### src/rtl/led_pattern_gen.sv
// led_pattern_gen: user-LED pattern engine with four modes (count, blink,
// bounce, PWM breathe), debounced next-mode / restart keys and a
// switch-selected pattern speed.
module led_pattern_gen #(
    parameter int unsigned NUM_LEDS        = 8,
    parameter int unsigned BASE_DIV        = 65536,
    parameter int unsigned PRESCALE_W      = 32,
    parameter int unsigned DEBOUNCE_CYCLES = 1000000,
    parameter int unsigned PWM_W           = 8
) (
    input  logic                clk,
    input  logic                reset,
    input  logic [1:0]          key_n,
    input  logic [3:0]          sw,
    output logic [NUM_LEDS-1:0] led,
    output logic [1:0]          mode,
    output logic                tick
);

    localparam int unsigned POS_W = (NUM_LEDS > 2) ? $clog2(NUM_LEDS) : 1;
    localparam int unsigned DB_W  = $clog2(DEBOUNCE_CYCLES + 1);

    localparam logic [POS_W-1:0] POS_MAX  = POS_W'(NUM_LEDS - 1);
    localparam logic [PWM_W-1:0] DUTY_MAX = '1;
    localparam logic [DB_W-1:0]  DB_LAST  = DB_W'(DEBOUNCE_CYCLES - 1);

    typedef enum logic [1:0] {
        MODE_COUNT   = 2'd0,
        MODE_BLINK   = 2'd1,
        MODE_BOUNCE  = 2'd2,
        MODE_BREATHE = 2'd3
    } mode_e;

    logic [1:0]          key_meta;
    logic [1:0]          key_sync;
    logic [3:0]          sw_meta;
    logic [3:0]          sw_sync;
    logic [1:0]          key_stable;
    logic [1:0]          key_stable_d;
    logic [DB_W-1:0]     db_cnt [2];
    logic [1:0]          press_c;
    logic [PRESCALE_W-1:0] prescale;
    logic [PRESCALE_W-1:0] term_c;
    mode_e               mode_q;
    mode_e               mode_d;
    logic                clear_c;
    logic [NUM_LEDS-1:0] cnt;
    logic                blink;
    logic [POS_W-1:0]    pos;
    logic                pos_up;
    logic [PWM_W-1:0]    duty;
    logic                duty_up;
    logic [PWM_W-1:0]    pwm_cnt;
    logic [NUM_LEDS-1:0] led_c;

    // Two-flop synchronisers for the asynchronous keys and switches
    always_ff @(posedge clk) begin
        if (reset) begin
            key_meta <= 2'b11;
            key_sync <= 2'b11;
            sw_meta  <= '0;
            sw_sync  <= '0;
        end else begin
            key_meta <= key_n;
            key_sync <= key_meta;
            sw_meta  <= sw;
            sw_sync  <= sw_meta;
        end
    end

    // Per-key debounce: accept a new level after DEBOUNCE_CYCLES consecutive differing samples
    always_ff @(posedge clk) begin
        if (reset) begin
            key_stable   <= 2'b11;
            key_stable_d <= 2'b11;
            for (int i = 0; i < 2; i++) begin
                db_cnt[i] <= '0;
            end
        end else begin
            key_stable_d <= key_stable;
            for (int i = 0; i < 2; i++) begin
                if (key_sync[i] == key_stable[i]) begin
                    db_cnt[i] <= '0;
                end else if (db_cnt[i] == DB_LAST) begin
                    db_cnt[i]     <= '0;
                    key_stable[i] <= key_sync[i];
                end else begin
                    db_cnt[i] <= db_cnt[i] + DB_W'(1);
                end
            end
        end
    end

    // A press is the one-cycle stable 1->0 transition; release is ignored
    assign press_c = key_stable_d & ~key_stable;

    // Terminal count follows the synchronised switches immediately
    assign term_c = (PRESCALE_W'(BASE_DIV) << sw_sync) - PRESCALE_W'(1);

    // Free-running prescaler producing the pattern-step strobe
    always_ff @(posedge clk) begin
        if (reset) begin
            prescale <= '0;
            tick     <= 1'b0;
        end else if (prescale >= term_c) begin
            prescale <= '0;
            tick     <= 1'b1;
        end else begin
            prescale <= prescale + PRESCALE_W'(1);
            tick     <= 1'b0;
        end
    end

    // Mode state register
    always_ff @(posedge clk) begin
        if (reset) begin
            mode_q <= MODE_COUNT;
        end else begin
            mode_q <= mode_d;
        end
    end

    // Mode next-state: key 0 advances, either key clears the pattern state
    always_comb begin
        mode_d  = mode_q;
        clear_c = |press_c;
        if (press_c[0]) begin
            mode_d = mode_e'(mode_q + 2'd1);
        end
    end

    assign mode = mode_q;

    // Pattern state: clear wins over tick; only the active mode advances
    always_ff @(posedge clk) begin
        if (reset || clear_c) begin
            cnt     <= '0;
            blink   <= 1'b0;
            pos     <= '0;
            pos_up  <= 1'b1;
            duty    <= '0;
            duty_up <= 1'b1;
        end else if (tick) begin
            case (mode_q)
                MODE_COUNT: begin
                    cnt <= cnt + NUM_LEDS'(1);
                end
                MODE_BLINK: begin
                    blink <= ~blink;
                end
                MODE_BOUNCE: begin
                    if (pos_up) begin
                        if (pos == POS_MAX) begin
                            pos_up <= 1'b0;
                            pos    <= POS_MAX - POS_W'(1);
                        end else begin
                            pos <= pos + POS_W'(1);
                        end
                    end else begin
                        if (pos == '0) begin
                            pos_up <= 1'b1;
                            pos    <= POS_W'(1);
                        end else begin
                            pos <= pos - POS_W'(1);
                        end
                    end
                end
                MODE_BREATHE: begin
                    if (duty_up) begin
                        if (duty == DUTY_MAX) begin
                            duty_up <= 1'b0;
                            duty    <= DUTY_MAX - PWM_W'(1);
                        end else begin
                            duty <= duty + PWM_W'(1);
                        end
                    end else begin
                        if (duty == '0) begin
                            duty_up <= 1'b1;
                            duty    <= PWM_W'(1);
                        end else begin
                            duty <= duty - PWM_W'(1);
                        end
                    end
                end
                default: begin
                end
            endcase
        end
    end

    // LED image for the current mode and state
    always_comb begin
        led_c = '0;
        case (mode_q)
            MODE_COUNT:   led_c = cnt;
            MODE_BLINK:   led_c = {NUM_LEDS{blink}};
            MODE_BOUNCE:  led_c = NUM_LEDS'(1) << pos;
            MODE_BREATHE: led_c = {NUM_LEDS{pwm_cnt < duty}};
            default:      led_c = '0;
        endcase
    end

    // PWM counter runs every cycle; LED drive is registered
    always_ff @(posedge clk) begin
        if (reset) begin
            pwm_cnt <= '0;
            led     <= '0;
        end else begin
            pwm_cnt <= pwm_cnt + PWM_W'(1);
            led     <= led_c;
        end
    end

endmodule

### config.mk
export PLATFORM = sky130hd
export DESIGN_NAME = led_pattern_gen
export DESIGN_NICKNAME = d
export VERILOG_FILES = /design/src/rtl/led_pattern_gen.sv
export SDC_FILE = /design/constraint.sdc
export NUM_CORES = 1
export LEC_CHECK = 0
export BUFFER_PORTS_ARGS = -buffer_cell sky130_fd_sc_hd__buf_2
export CAP_MARGIN = 5
export CELL_PAD_IN_SITES_DETAIL_PLACEMENT = 1
export CELL_PAD_IN_SITES_GLOBAL_PLACEMENT = 2
export CORE_ASPECT_RATIO = 1.4
export CORE_UTILIZATION = 43
export DETAILED_ROUTE_END_ITERATION = 10
export PLACE_DENSITY = 0.83
export SETUP_SLACK_MARGIN = 0.02
export SLEW_MARGIN = 20
export SYNTH_ARGS = -nofsm -noshare
export SYNTH_HDL_FRONTEND = slang
export SYNTH_SLANG_ARGS = --single-unit
### constraint.sdc
create_clock -name clk -period 6 [get_ports clk]
set_clock_uncertainty 0.15 [all_clocks]
set_input_delay 0.9 -clock clk [delete_from_list [all_inputs] [get_ports clk]]
set_output_delay 0.9 -clock clk [all_outputs]
set_load 0.01 [all_outputs]
==> metrics.md <==
| Metric | Value |
|---|---|
| Status | `complete, no violations` |
| Post-Route Setup TNS | `0 ns` |
| Syn-to-layout area delta | `13.31%` |
| TritonCTS clock tree | `yes` |
| TritonRoute pass-1 iters | `6` |
| Clock transition at the registers of the reported paths | `0.06 ns` |
| Initial antenna violation count | `0` |
| RSZ-0062 raised after global routing | `false` |
| Crit-path max FO | `32` |
| Asr flop ratio synth | `0%` |
| Slew at the pin closest to its max-slew limit | `0.7364 ns` |
| LEAKAGE | `0.002908 uW` |
| Final wirelength | `around 16,000 um` |
| Root Buffer Master | `clkbuf_16` |
| Slew HR | `50.45%` |
| Final Cycle Share | `66.11%` |
| CP endpoint kind | `flop` |
| CTS Buf Count | `17` |
| Count of final max-slew check failures | `0` |
| Cell Rows | `54` |
| Core area | `between 15,000 and 20,000 um^2` |
| Via Count | `5,528` |
| Arr. time, crit path | `between 4 and 5 ns` |
| Number of cells produced by synthesis | `756` |
| Switching Fraction | `between 20% and 30%` |
| Post-Syn Area | `~6900 um^2` |
| Worst min-delay path category | `flop to flop` |
| Largest net degree at the start of global routing | `33` |
| Top FF cell, synth | `dfxtp_1` |
| Post-CTS setup buffers | `0` |
| Die Footprint | `16,570 um^2` |
| Num Clock Sinks | `129` |
| HPWL Detailed | `around 12,000 um` |
| Final min period | `3.967 ns` |
| Syn Area/Cell | `9.129 um^2` |
| CTS max path bufs | `2` |
| Hold Startpoint | `key_meta[0]` |
| H-Tree Depth | `4` |
| Worst vdd ir | `0.1637 mV` |
| EDFF count, synth | `40` |
| Die Wd | `about 110 um` |
| Setup ws final | `2.033 ns` |
| Worst R2R Start | `sw_sync[1]` |
| Most common cell in the netlist | `dfxtp_1` |
| Wire length per cell | `between 15 and 20 um` |
| Reg2reg setup slack | `2.03 ns` |
| Startpoint types | `flop` |
| DP Worst Slack | `1.936 ns` |
| Hold violation total from the final report | `0` |
| Power density over cell area | `~260 nW/um^2` |
| Setup Viol. Count Final | `0` |
| DRT iter0 DRCs | `111` |
| Share of post-route cells with drive strength above 1 | `between 8 and 9%` |
| Sw power | `439.9 uW` |
| Top cell type by total area after synthesis | `dfxtp_1` |
| Number of global-route vias before repair | `5,809` |
| Ports | `19` |
| Crit path from | `sw_sync[1]` |
| Max-cap violations | `0` |
| Gates resized, CTS repair | `0` |
| GRT Residual Overflow | `0` |
| Yosys reg bits | `129` |
| Critical Path RT | `6.18 ns` |
| Clock latency on the worst-skew pair | `0.42 ns` |
| Drt via density | `5.468` |
| Fin nets | `between 800 and 900` |
| Global-route wire length before repair | `26,960 um` |
| CTS hold repair buffers | `0` |
| Die H | `151.9 um` |
| Antenna Nets Post-Route | `0` |
| Gr usage total | `20.46%` |
| Max Clk Rate | `around 0.25 GHz` |
| Syn. warnings | `0` |
| Unique masters post-synth | `53` |
| Largest cells by area after synthesis | `dfxtp_1 (26%), edfxtp_1 (17%), ha_1 (8.0%)` |
| Sequential fraction of the synthesis area | `43.22%` |
| Crit Path Category | `flop to flop` |
| Clock power frac | `49.8%` |
| Sequential power share | `46.6%` |
| Top cell type's share of synthesized area | `around 26%` |
| PortBufs | `18` |
| Internal | `1574 uW` |
| Antenna Cells | `0` |
| Starting density of the core | `44.22%` |
| GPL Wtd Cong | `0.8602` |
| Post-synth top cells | `dfxtp_1 (89), nor2_1 (80), nand2_1 (55), nand3_1 (50), nor3_1 (48)` |
| Post-route DRC violation count | `0` |
| Comb power frac | `~3.6%` |
==> registers in the layout, indices dropped and copies added (netlist names), 3 cells and up <==
name and flops:
pwm_cnt 8, led 8, pos 3, db_cnt 40, sw_meta 4, cnt 8, sw_sync 4, prescale 32
duty 8
==> through the flow <==
stage	total power, uW	hold WS [ns]	util (%)	cell area, um^2	std cells
global placement	1024	0.2666	46.39	7241	979
floorplan	1010	0.2395	-	7052	796
global route	2089	0.2960	50.10	7820	1011
finish	2014	0.2887	50.10	7820	1011
detailed placement	1029	0.2793	46.39	7241	979
CTS	2039	0.2968	50.10	7819	1011
==> routing by layer <==
metal / routed length (um) / up-vias / track usage, %
met5: 0 / - / 0
met1: 7027 / 2694 / 23.52
met2: 8349 / 63 / 36.42
met3: 307 / 26 / 3.990
met4: 289 / 0 / 7.786
li1: - / 2745 / -
==> critical path, cell delays in order, from the launching register on <==
cell,delay (ns)
dfxtp_1,0.40
or2_2,0.36
or3_1,0.34
ha_1,0.32
nor4b_1,0.29
a21oi_1,0.07
o22a_1,0.21
ha_1,0.30
nand4_1,0.09
nor2_1,0.06
a31o_2,0.24
or3_2,0.76
nor3_1,0.29
==> logic make-up after synthesis <==
logic type	share of synthesized area, %
AND/OR/NAND/NOR	25.58
flip-flops	43.22
AO/OA/AOI/OAI	8.249
XOR/XNOR	10.66
buffers and inverters	3.535
adder cells (fa/ha/maj)	7.977
multiplexers	0.7252
other	0.05434
==> cells in the final DEF, fill, tap and decap left out, types with 37 or more instances in the layout <==
master    netlist  layout
dfxtp_1        89      89
nor2_1         80      80
nand2_1        55      55
nand3_1        50      50
nor3_1         48      48
xor2_1         47      47
ha_1           44      44
conb_1          1      41
edfxtp_1       40      40
xnor2_1        37      37
==> power by group through the flow <==
stage | combinational [uW] | sequential, uW | clock (uW)
after floorplan | 60.3 | 949 | 0
after global placement | 68.1 | 956 | 0
after detailed placement | 71.5 | 957 | 0
after CTS | 72.2 | 939 | 1030
after global routing | 81.6 | 941 | 1070
final | 71.6 | 939 | 1000
==> final timing paths <==
kind	depth (start not counted)	end
max	12	prescale[5]
min	1	key_sync[0]
max reg2reg	12	prescale[5]
min reg2reg	1	key_sync[0]
==> area by class of cell <==
| class | count | area, um^2 |
|---|---|---|
| Fill cell | 1843 | 7787 |
| Multi-Input combinational cell | 612 | 3826 |
| Sequential cell | 129 | 2983 |
| Clock buffer | 24 | 503.0 |
| Tap cell | 196 | 245.2 |
| Timing Repair Buffer | 20 | 105.1 |
| Inverter | 22 | 82.58 |
| Clock inverter | 8 | 75.07 |
(Power assumes the default switching activity.)
